==> src/rtl/tia_hsync_sequencer.sv <==
// TIA horizontal timing: divides the colour clock into HPHI1/HPHI2 phases and
// steps a 57-count line counter that sequences the HSYNC, HBLANK and burst latches.
module tia_hsync_sequencer #(
  parameter int unsigned EndCount  = 56,
  parameter int unsigned ShsCount  = 4,
  parameter int unsigned RhsCount  = 8,
  parameter int unsigned RcbCount  = 12,
  parameter int unsigned RhbCount  = 16,
  parameter int unsigned LrhbCount = 18
) (
  input  logic       clock,
  input  logic       reset,
  input  logic       rsync_i,
  input  logic       hmove_i,
  output logic       hphi1_o,
  output logic       hphi2_o,
  output logic [5:0] count_o,
  output logic       hsync_o,
  output logic       hblank_o,
  output logic       color_burst_o,
  output logic       hmove_latch_o,
  output logic       line_start_o
);

  localparam logic [5:0] EndC  = 6'(EndCount);
  localparam logic [5:0] ShsC  = 6'(ShsCount);
  localparam logic [5:0] RhsC  = 6'(RhsCount);
  localparam logic [5:0] RcbC  = 6'(RcbCount);
  localparam logic [5:0] RhbC  = 6'(RhbCount);
  localparam logic [5:0] LrhbC = 6'(LrhbCount);

  logic [1:0] ph_q, ph_d;
  logic [5:0] count_q, count_d;
  logic       hblank_q, hblank_d;
  logic       hsync_q, hsync_d;
  logic       cb_q, cb_d;
  logic       hmove_latch_q, hmove_latch_d;

  logic       advance;
  logic [5:0] count_n;

  always_ff @(posedge clock or posedge reset) begin
    if (reset) begin
      ph_q          <= 2'd0;
      count_q       <= 6'd0;
      hblank_q      <= 1'b1;
      hsync_q       <= 1'b0;
      cb_q          <= 1'b0;
      hmove_latch_q <= 1'b0;
    end else begin
      ph_q          <= ph_d;
      count_q       <= count_d;
      hblank_q      <= hblank_d;
      hsync_q       <= hsync_d;
      cb_q          <= cb_d;
      hmove_latch_q <= hmove_latch_d;
    end
  end

  always_comb begin
    ph_d          = ph_q + 2'd1;
    count_d       = count_q;
    hblank_d      = hblank_q;
    hsync_d       = hsync_q;
    cb_d          = cb_q;
    hmove_latch_d = hmove_latch_q;

    advance = (ph_q == 2'd3);
    count_n = (count_q == EndC) ? 6'd0 : count_q + 6'd1;

    if (rsync_i) begin
      ph_d     = 2'd0;
      count_d  = 6'd0;
      hblank_d = 1'b1;
      hsync_d  = 1'b0;
      cb_d     = 1'b0;
    end else if (advance) begin
      // Latch events decode the count being loaded, so they line up with it.
      count_d = count_n;
      if (count_n == 6'd0) begin
        hblank_d      = 1'b1;
        hmove_latch_d = 1'b0;
      end
      if (count_n == ShsC) hsync_d = 1'b1;
      if (count_n == RhsC) begin
        hsync_d = 1'b0;
        cb_d    = 1'b1;
      end
      if (count_n == RcbC) cb_d = 1'b0;
      if (count_n == RhbC && !hmove_latch_q) hblank_d = 1'b0;
      if (count_n == LrhbC && hmove_latch_q) hblank_d = 1'b0;
    end

    // A fresh HMOVE always wins over the start-of-line clear.
    if (hmove_i) hmove_latch_d = 1'b1;
  end

  assign hphi1_o       = (ph_q == 2'd1);
  assign hphi2_o       = (ph_q == 2'd3);
  assign count_o       = count_q;
  assign hsync_o       = hsync_q;
  assign hblank_o      = hblank_q;
  assign color_burst_o = cb_q;
  assign hmove_latch_o = hmove_latch_q;
  assign line_start_o  = (count_q == 6'd0) && (ph_q == 2'd0);

endmodule
==> config.mk <==
export PLATFORM = sky130hd
export DESIGN_NAME = tia_hsync_sequencer
export DESIGN_NICKNAME = d
export VERILOG_FILES = /design/src/rtl/tia_hsync_sequencer.sv
export SDC_FILE = /design/constraint.sdc
export NUM_CORES = 1
export LEC_CHECK = 0
export ABC_AREA = 1
export CAP_MARGIN = 30
export CORE_ASPECT_RATIO = 0.8
export CORE_MARGIN = 5
export CORE_UTILIZATION = 45
export CTS_BUF_LIST = sky130_fd_sc_hd__clkbuf_4
export DETAILED_ROUTE_END_ITERATION = 10
export PLACE_DENSITY_LB_ADDON = 0.2
export SYNTH_ARGS = -nofsm -noshare
export SYNTH_HDL_FRONTEND = slang
export SYNTH_SLANG_ARGS = --single-unit
==> constraint.sdc <==
create_clock -name clock -period 1.6 [get_ports clock]
set_input_delay 0.16 -clock clock [delete_from_list [all_inputs] [get_ports clock]]
set_output_delay 0.16 -clock clock [all_outputs]
set_load 0.01 [all_outputs]
======== After elaboration in Yosys (flattened, before gate mapping) ========
Cells that the tools add are included.
Widths: inputs -> output; s select.
operators by class
  $add $sub $neg .......................... 2
  equality and inequality tests ........... 9
  multiplexer cells ....................... 21
  reduce and logical (&&, ||, !) cells .... 17
operator list
  operator             count
  $mux 6               3
  $mux 1               17
  $eq 6x4->1 const B   2
  $eq 6x5->1 const B   2
  $logic_not 6->1      2
  $add 6x1->6 const B  1
  $eq 6x3->1 const B   1
  $eq 6x6->1 const B   1
  $reduce_and 2->1     3
  $reduce_bool 2->1    3
  $reduce_bool 3->1    2
  $reduce_bool 4->1    1
  $logic_and 1x1->1    3
  $reduce_and 3->1     1
  $add 2x1->2 const B  1
  $eq 2x1->1 const B   1
  $eq 2x2->1 const B   1
  $logic_not 2->1      1
  $mux 2               1
  $ne 2x1->1 const B   1
  $logic_not 1->1      1
storage, ports and cells
  bits in registers ....................... 12
  input bits .............................. 4
  output and inout bits ................... 13

======== Depth between registers and ports, before layout ========
  depth in word-level cells ............... 8
  mapped depth ............................ 13

======== Least setup slack after synthesis ========
No wires, ideal clock.
  path kind ............................... register to register
  from .................................... reg count_q[0] (netlist: count_o[0])
  to ...................................... reg hmove_latch_q (netlist: hmove_latch_o)
  library setup time ...................... 0.118 ns
  arrival ................................. 1.614 ns
  data required time ...................... 1.482 ns
  setup slack ............................. -0.133 ns
  stages on the path, launching flop included .. 13
  clock period less this slack ............ 1.733 ns
  cells stage by stage .................... dfrtp_1 -> inv_1 -> ha_1 -> inv_1 -> nor2_2 -> nand3_4 -> nand2_4 -> nand2_4 -> nor2_4 -> nand2_2 -> nor2_2 -> nand2_1 -> a21o_1
on the way
  word-level cells in the longest chain between the ends .. 5
  elaborated cells on any way between the ends .. 6
  those cells by class .................... add/sub (1); eq/ne (1); mux (1); reduce/logical (3)
ends and longest elaborated chain
  what                                       RTL line  RTL
  from (decl)                                33        logic [5:0] count_q, count_d;
  from (signal assigned)                     52        count_q <= count_d;
  $add 6x1->6 or $eq 6x6->1 (tied branches)  69        count_n = (count_q == EndC) ? 6'd0 : count_q + 6'd1;
  $mux 6 *                                   69
  $logic_not 6->1 *                          80        if (count_n == 6'd0) begin
  $reduce_bool 2->1 (no line) *              n/a
  $reduce_and 3->1 (no line) *               n/a
  to (signal assigned)                       56        hmove_latch_q <= hmove_latch_d;
  to (decl)                                  37        logic hmove_latch_q, hmove_latch_d;
Mark *: on every way between the ends. The rest lies on a longest branch, timed or not.
A chain may end at the register's enable or synchronous reset.

======== Worst setup path after layout ========
  from .................................... reg count_q[1] (netlist: count_o[1])
  to ...................................... reg hmove_latch_q (netlist: hmove_latch_o)
Same word-level chain as after synthesis.

==> metrics.txt <==
outcome complete, but fails checks; violated checks setup timing; Area Growth Syn to Fin 47.7%; via density per instance roughly 5.2; Worst setup SP type flop; Cell Int Power between 0.0004 and 0.0005 W; Hold Buf Count CTS 0; TritonCTS clock tree done; xor and xnor area share after synthesis 0; async set-or-reset flop fraction in the synthesized netlist 1.00; library cell used as clock root buffer sky130_fd_sc_hd__clkbuf_4; die span in x ~58 um; die height 48.3 um; total global-route track usage 0.185; number of H-tree branching levels 1; deepest clock path buffer count 2; final setup margin -0.0495 ns; TritonCTS sink count 12; clock edge transition at the registers on the reported setup and hold paths 0.08 ns; Initial Util 0.491; endpoint required time on the critical path ~1.8 ns; Maximum Capacitance Violations 0; post-synthesis cell type count 21; Routed Wire Length 2.24 mm; final antenna diode count 0; routed via count between 800 and 900; slowest cell on the critical path sky130_fd_sc_hd__dfrtp_1; Sw Ratio 0.268; number of DRC markers after the initial detailed-route iteration 19; setup slack, reg-to-reg -0.05 ns; Area contributors post-synth sky130_fd_sc_hd__dfrtp_1 33%, sky130_fd_sc_hd__nand2_1 9.6%, sky130_fd_sc_hd__ha_1 9.1%; Static Leakage around 0.58 nW; global-route wire length before repair approximately 3.8 mm; layout cells sized above 1 0.347; final-stage net count between 150 and 200; final count of hold timing violations 0; area enclosed by the die boundary 2790 sq um; dominant combinational cell family by area after synthesis simple AND/OR/NAND/NOR gates; Finished Cell Area roughly 1200 sq um; crit path max fanout 6; yosys synthesis warning count 0; Critical path buffers and inverters 2; type of the setup path with the least slack reg2reg; part of the power in combinational logic 0.182; period utilisation layout 1.03; via count of the first global-routing pass 847; sequential power share 0.481; dpl cell area approximately 1100 sq um; cells after synthesis around 110; maximum achievable frequency between 600 and 700 MHz; Placement Rows 13; maximum single-stage delay on the critical path approximately 0.42 ns; worst hold path type in2async; worst-skew pair later-pin latency between 0.2 and 0.3 ns; compound-cell area share of the yosys netlist 0.0927; most frequent cell after synthesis sky130_fd_sc_hd__nand2_1; gpl congestion about 0.87; number of routed nets with antenna violations 0; initial antenna violation count 0; cell type with the highest aggregate area in the netlist sky130_fd_sc_hd__dfrtp_1; most used standard cells in the synthesized netlist 21 x sky130_fd_sc_hd__nand2_1, 18 x sky130_fd_sc_hd__inv_1, 11 x sky130_fd_sc_hd__dfrtp_1, 11 x sky130_fd_sc_hd__nor2_1, 9 x sky130_fd_sc_hd__nand3_1; Avg Synthesized Cell Area 7.77 sq um; utilization of the core after routing 0.726; Synth Flop Type sky130_fd_sc_hd__dfrtp_1; number of storage elements in the synthesis netlist 12; largest net degree at the start of global routing 13; core footprint between 1500 and 2000 sq um; simple-gate share of the synthesized area 0.350; clock group share of total power 0.336; Initial DRT Pass Iterations 5; cell area power density around 540 nW/um^2; switching power total around 0.00018 W; crit-path leading delay family simple AND/OR/NAND/NOR gates; Post-Synth Adder-Cell Area 0.0912; I/O Buffers 16; number of buffers inserted during clock tree synthesis 3; total of endpoints with negative setup slack in the final report 2; worst-margin pin slew 0.476 ns; data arrival at the endpoint of the critical path around 1.8 ns; Overflow after GRT 0; Yosys top cell area share 0.334; HPWL after detailed placement roughly 1.7 mm; VDD IR-drop max between 400 and 500 uV; time the final worst path needs with I/O delays and setup 1.65 ns; crit path capture type flop; boundary pin count 17; list of cells traversed by the critical path inv_2, ha_4, inv_2, nor2_4, nand3_4, nand2_4, nand2_4, nor2_4, nand2_2, nor2_2, nand2_1, a21o_1; multiplexer share of the synthesized area 0; DRC viols 0; area of the mapped netlist approximately 820 sq um; EDFF count, synth 0; fraction of the yosys area taken by sequential cells 0.366; Max-slew headroom 0.682; max-slew violation count 0; routed wire length per instance approximately 14 um; total nets after synthesis around 120; final worst clock skew roughly 0.012 ns; RSZ-0062 raised after global routing true
-- power by group through the flow --
stage               Clock [W]  Combinational [W]  Sequential (W)
floorplan                   0          0.0000585        0.000322
global placement            0           0.000109        0.000320
detailed placement          0           0.000110        0.000322
CTS                  0.000228           0.000118        0.000315
global route         0.000246           0.000132        0.000316
finish               0.000220           0.000119        0.000315
-- per-stage QoR --
step	total power [W]	cells	setup TNS [ns]	hold WS, ns	setup WS, ns
final	0.000655	166	-0.0896	0.180	-0.0495
after global routing	0.000694	166	-0.611	0.212	-0.179
after CTS	0.000661	165	-0.0662	0.193	-0.0436
after detailed placement	0.000431	154	-0.332	0.466	-0.112
after global placement	0.000429	154	-0.125	0.468	-0.0500
after floorplan	0.000381	106	-0.0874	0.0239	-0.0540
-- worst reg2reg max path, delay by kind of cell, from the launching register on --
| kind | cells | cell delay (ns) |
|---|---|---|
| buffers and inverters | 2 | 0.14 |
| flip-flops | 1 | 0.42 |
| adder cells (fa/ha/maj) | 1 | 0.14 |
| AND/OR/NAND/NOR | 8 | 0.71 |
| AO/OA/AOI/OAI | 1 | 0.15 |
-- cell usage in the layout, fill, tap and decap left out, types with 3 or more instances in the layout --
master | netlist | final
sky130_fd_sc_hd__ha_1 | 6 | 5
sky130_fd_sc_hd__nor2_2 | 2 | 5
sky130_fd_sc_hd__buf_4 | 0 | 19
sky130_fd_sc_hd__inv_1 | 18 | 15
sky130_fd_sc_hd__nor2_1 | 11 | 7
sky130_fd_sc_hd__o22ai_1 | 6 | 6
sky130_fd_sc_hd__clkbuf_4 | 0 | 4
sky130_fd_sc_hd__dlygate4sd2_1 | 0 | 3
sky130_fd_sc_hd__nand3_1 | 9 | 6
sky130_fd_sc_hd__nand4_1 | 5 | 5
sky130_fd_sc_hd__clkdlybuf4s50_1 | 0 | 12
sky130_fd_sc_hd__nand2_1 | 21 | 21
sky130_fd_sc_hd__dfrtp_1 | 11 | 9
sky130_fd_sc_hd__inv_2 | 1 | 3
sky130_fd_sc_hd__nand3_2 | 0 | 3
-- repair_timing --
action,4_1_cts,5_1_grt
pin swaps,4,1
resized for setup,15,3
endpoints found under the setup margin,7,6
setup buffers,7,1
-- path summary, 6_finish.rpt --
| check | startpoint | end | depth (start not counted) |
|---|---|---|---|
| setup / recovery | count_o[1]$_DFFE_PP0P_ | hmove_latch_o$_DFFE_PP0P_ | 12 |
| hold / removal | reset | ph_q[1]$_DFF_PP0_ | 2 |
| setup reg to reg | count_o[1]$_DFFE_PP0P_ | hmove_latch_o$_DFFE_PP0P_ | 12 |
| hold reg to reg | color_burst_o$_DFFE_PP0P_ | color_burst_o$_DFFE_PP0P_ | 2 |
| max in group asynchronous | reset | count_o[0]$_DFFE_PP0P_ | 2 |
| min in group clock | hmove_i | hmove_latch_o$_DFFE_PP0P_ | 2 |
-- per-layer routing --
| layer | vias up | part of all wire | track usage |
|---|---|---|---|
| met5 | - | 0 | 0 |
| met4 | 0 | 0.017 | 0.0833 |
| met3 | 8 | 0.065 | 0.0608 |
| met2 | 37 | 0.46 | 0.309 |
| met1 | 403 | 0.46 | 0.224 |
| li1 | 420 | - | - |
-- layout make-up --
cell class | instances | area, sq um
multi-input combinational | 74 | 487
fill | 132 | 459
timing repair buffer | 35 | 294
inverter | 19 | 73.8
sequential | 12 | 304
clock buffer | 4 | 30.0
tap | 22 | 27.5
-- registers in the layout, summed over array words and instances, names as in the netlist --
signal         flops
hmove_latch_o      1
count_o            6
hsync_o            1
ph_q               2
hblank_o           1
color_burst_o      1
-- cell families (layout without fill, tap and decap cells) --
kind of cell / count (synthesis) / count (layout)
flops: 12 / 12
fa+ha+maj: 6 / 6
compound gates: 11 / 11
buf+inv: 20 / 58
simple gates: 57 / 57
(Power assumes the default switching activity.)
==> RTL edit, RTL diff (same settings) <==
Register the outputs `hphi1_o`, `hphi2_o` and `line_start_o`, with the module's reset; this adds one clock of latency there. The other outputs are not delayed to match.
--- a/src/rtl/tia_hsync_sequencer.sv
+++ b/src/rtl/tia_hsync_sequencer.sv
@@ -97,4 +97,2 @@
 
-  assign hphi1_o       = (ph_q == 2'd1);
-  assign hphi2_o       = (ph_q == 2'd3);
   assign count_o       = count_q;
@@ -104,3 +102,13 @@
   assign hmove_latch_o = hmove_latch_q;
-  assign line_start_o  = (count_q == 6'd0) && (ph_q == 2'd0);
+  always_ff @(posedge clock or posedge reset) begin
+    if (reset) begin
+      hphi1_o      <= '0;
+      hphi2_o      <= '0;
+      line_start_o <= '0;
+    end else begin
+      hphi1_o      <= (ph_q == 2'd1);
+      hphi2_o      <= (ph_q == 2'd3);
+      line_start_o <= (count_q == 6'd0) && (ph_q == 2'd0);
+    end
+  end
 
Check against the original RTL: not equivalent (Yosys sat finds a counterexample within 4 cycles, from zero or initial values and one cycle with reset high).
==> RTL edit against the original RTL <==
Critical path depth shrank 3; total power up 11%; sequential power rose by 27%; sequential cell count up 3; wire length is 4.1% higher; area after synthesis grew 12%; via count rose by 3.2%; count of clock-buffer cells in the layout down 1; synthesized cell count rose by 8.5%; design area increased by 3.7%; first-iteration DRC count is 5.3% lower; hold slack better by 0.044 ns; setup slack improved by 0.11 ns; critical path type unchanged; critical endpoint is now hsync_o; largest power group unchanged.
==> RTL edit: results <==
[outcome]
status = "finished clean"

[final_layout]
largest_register_ffs = 6
diodes = 0
nFillCells = 163
layout.nets = 156
stdcell_count = 169
drive_gt1_frac = 0.2828

[global_route]
grt_max_degree = 16
grt_first_pass_wirelength_um = 3726
track_usage = 0.1614
grt_pass1_vias = 833

[critical_path]
timing.rr.end = "hsync_o"
crit_start = "count_o[1]"
cp_max_fo = 5
arrival_ns = 1.72
slowest_stage = "dfrtp_1"
r2r_cells = 9

[placed_design]
dp_hpwl_um = 1699
dp_slack_ns = -0.03720
gp_congestion = 0.9338

[detailed_routing]
via_per_inst = 5.302
first_pass_iters = 4
avgRoutedWirePerCell_um = 13.82

[pwr]
ir_drop_mv = 0.5652
switching_share = 0.2609
p_leak_nw = 0.6105

[yosys]
ys.flop_type = "dfrtp_1"
netlist_area_sq_um = 919.6
syn_avg_cell_area_sq_um = 7.997
yosys-top-cells-area = "dfrtp_1, ha_1, nand2_1"
ys_seq_area_frac = 0.4095
synth.distinct_cells = 23

[sta]
relSlewSlack = 0.6083
fin_ws_ns = 0.05955
hold_slack_ns = 0.2240
-- RTL edit: worst reg2reg max path, delay by kind of cell, from the launching register on --
kind | cells | cell delay [ns]
simple gates | 6 | 0.71
flops | 1 | 0.41
buf+inv | 2 | 0.17
fa+ha+maj | 1 | 0.15
-- RTL edit: metal layers --
layer / share of wire / routed length, um / GRT usage / vias up
met5: 0 / 0 / 0 / -
met4: 0.030 / 70 / 0.05776 / 0
met3: 0.087 / 203 / 0.05128 / 8
met2: 0.48 / 1114 / 0.2554 / 46
met1: 0.40 / 946 / 0.2063 / 407
li1: - / - / - / 435
-- RTL edit: cell type report --
type	count	area, sq um	area share
multi-input cells	79	496.7	0.3938
flip-flops and latches	15	379.1	0.3006
repair buffers	27	252.7	0.2004
inverters	20	75.07	0.05952
well taps	24	30.03	0.02381
clock buffers	3	22.52	0.01786
clock inverters	1	5.005	0.003968
-- RTL edit: power groups by stage --
stage               Combinational, mW  Clock [mW]  Sequential, mW
floorplan                      0.0428           0           0.412
global placement               0.0974           0           0.407
detailed placement              0.100           0           0.408
CTS                             0.109       0.231           0.399
global route                    0.124       0.250           0.401
finish                          0.112       0.217           0.399
-- RTL edit: timing repair --
action | CTS | global route
gates resized for setup | 7 | 8
setup buffers | 3 | 2
pin swaps | 2 | 6
cloned | 0 | 0
endpoints found under the setup margin | 4 | 6
-- RTL edit: cell families (layout without fill, tap and decap cells) --
family          after synthesis  after routing  share of synthesized area
fa+ha+maj                     6              6                    0.08163
simple gates                 62             62                     0.3415
buf+inv                      21             51                    0.09387
compound gates               11             11                    0.07346
flops                        15             15                     0.4095
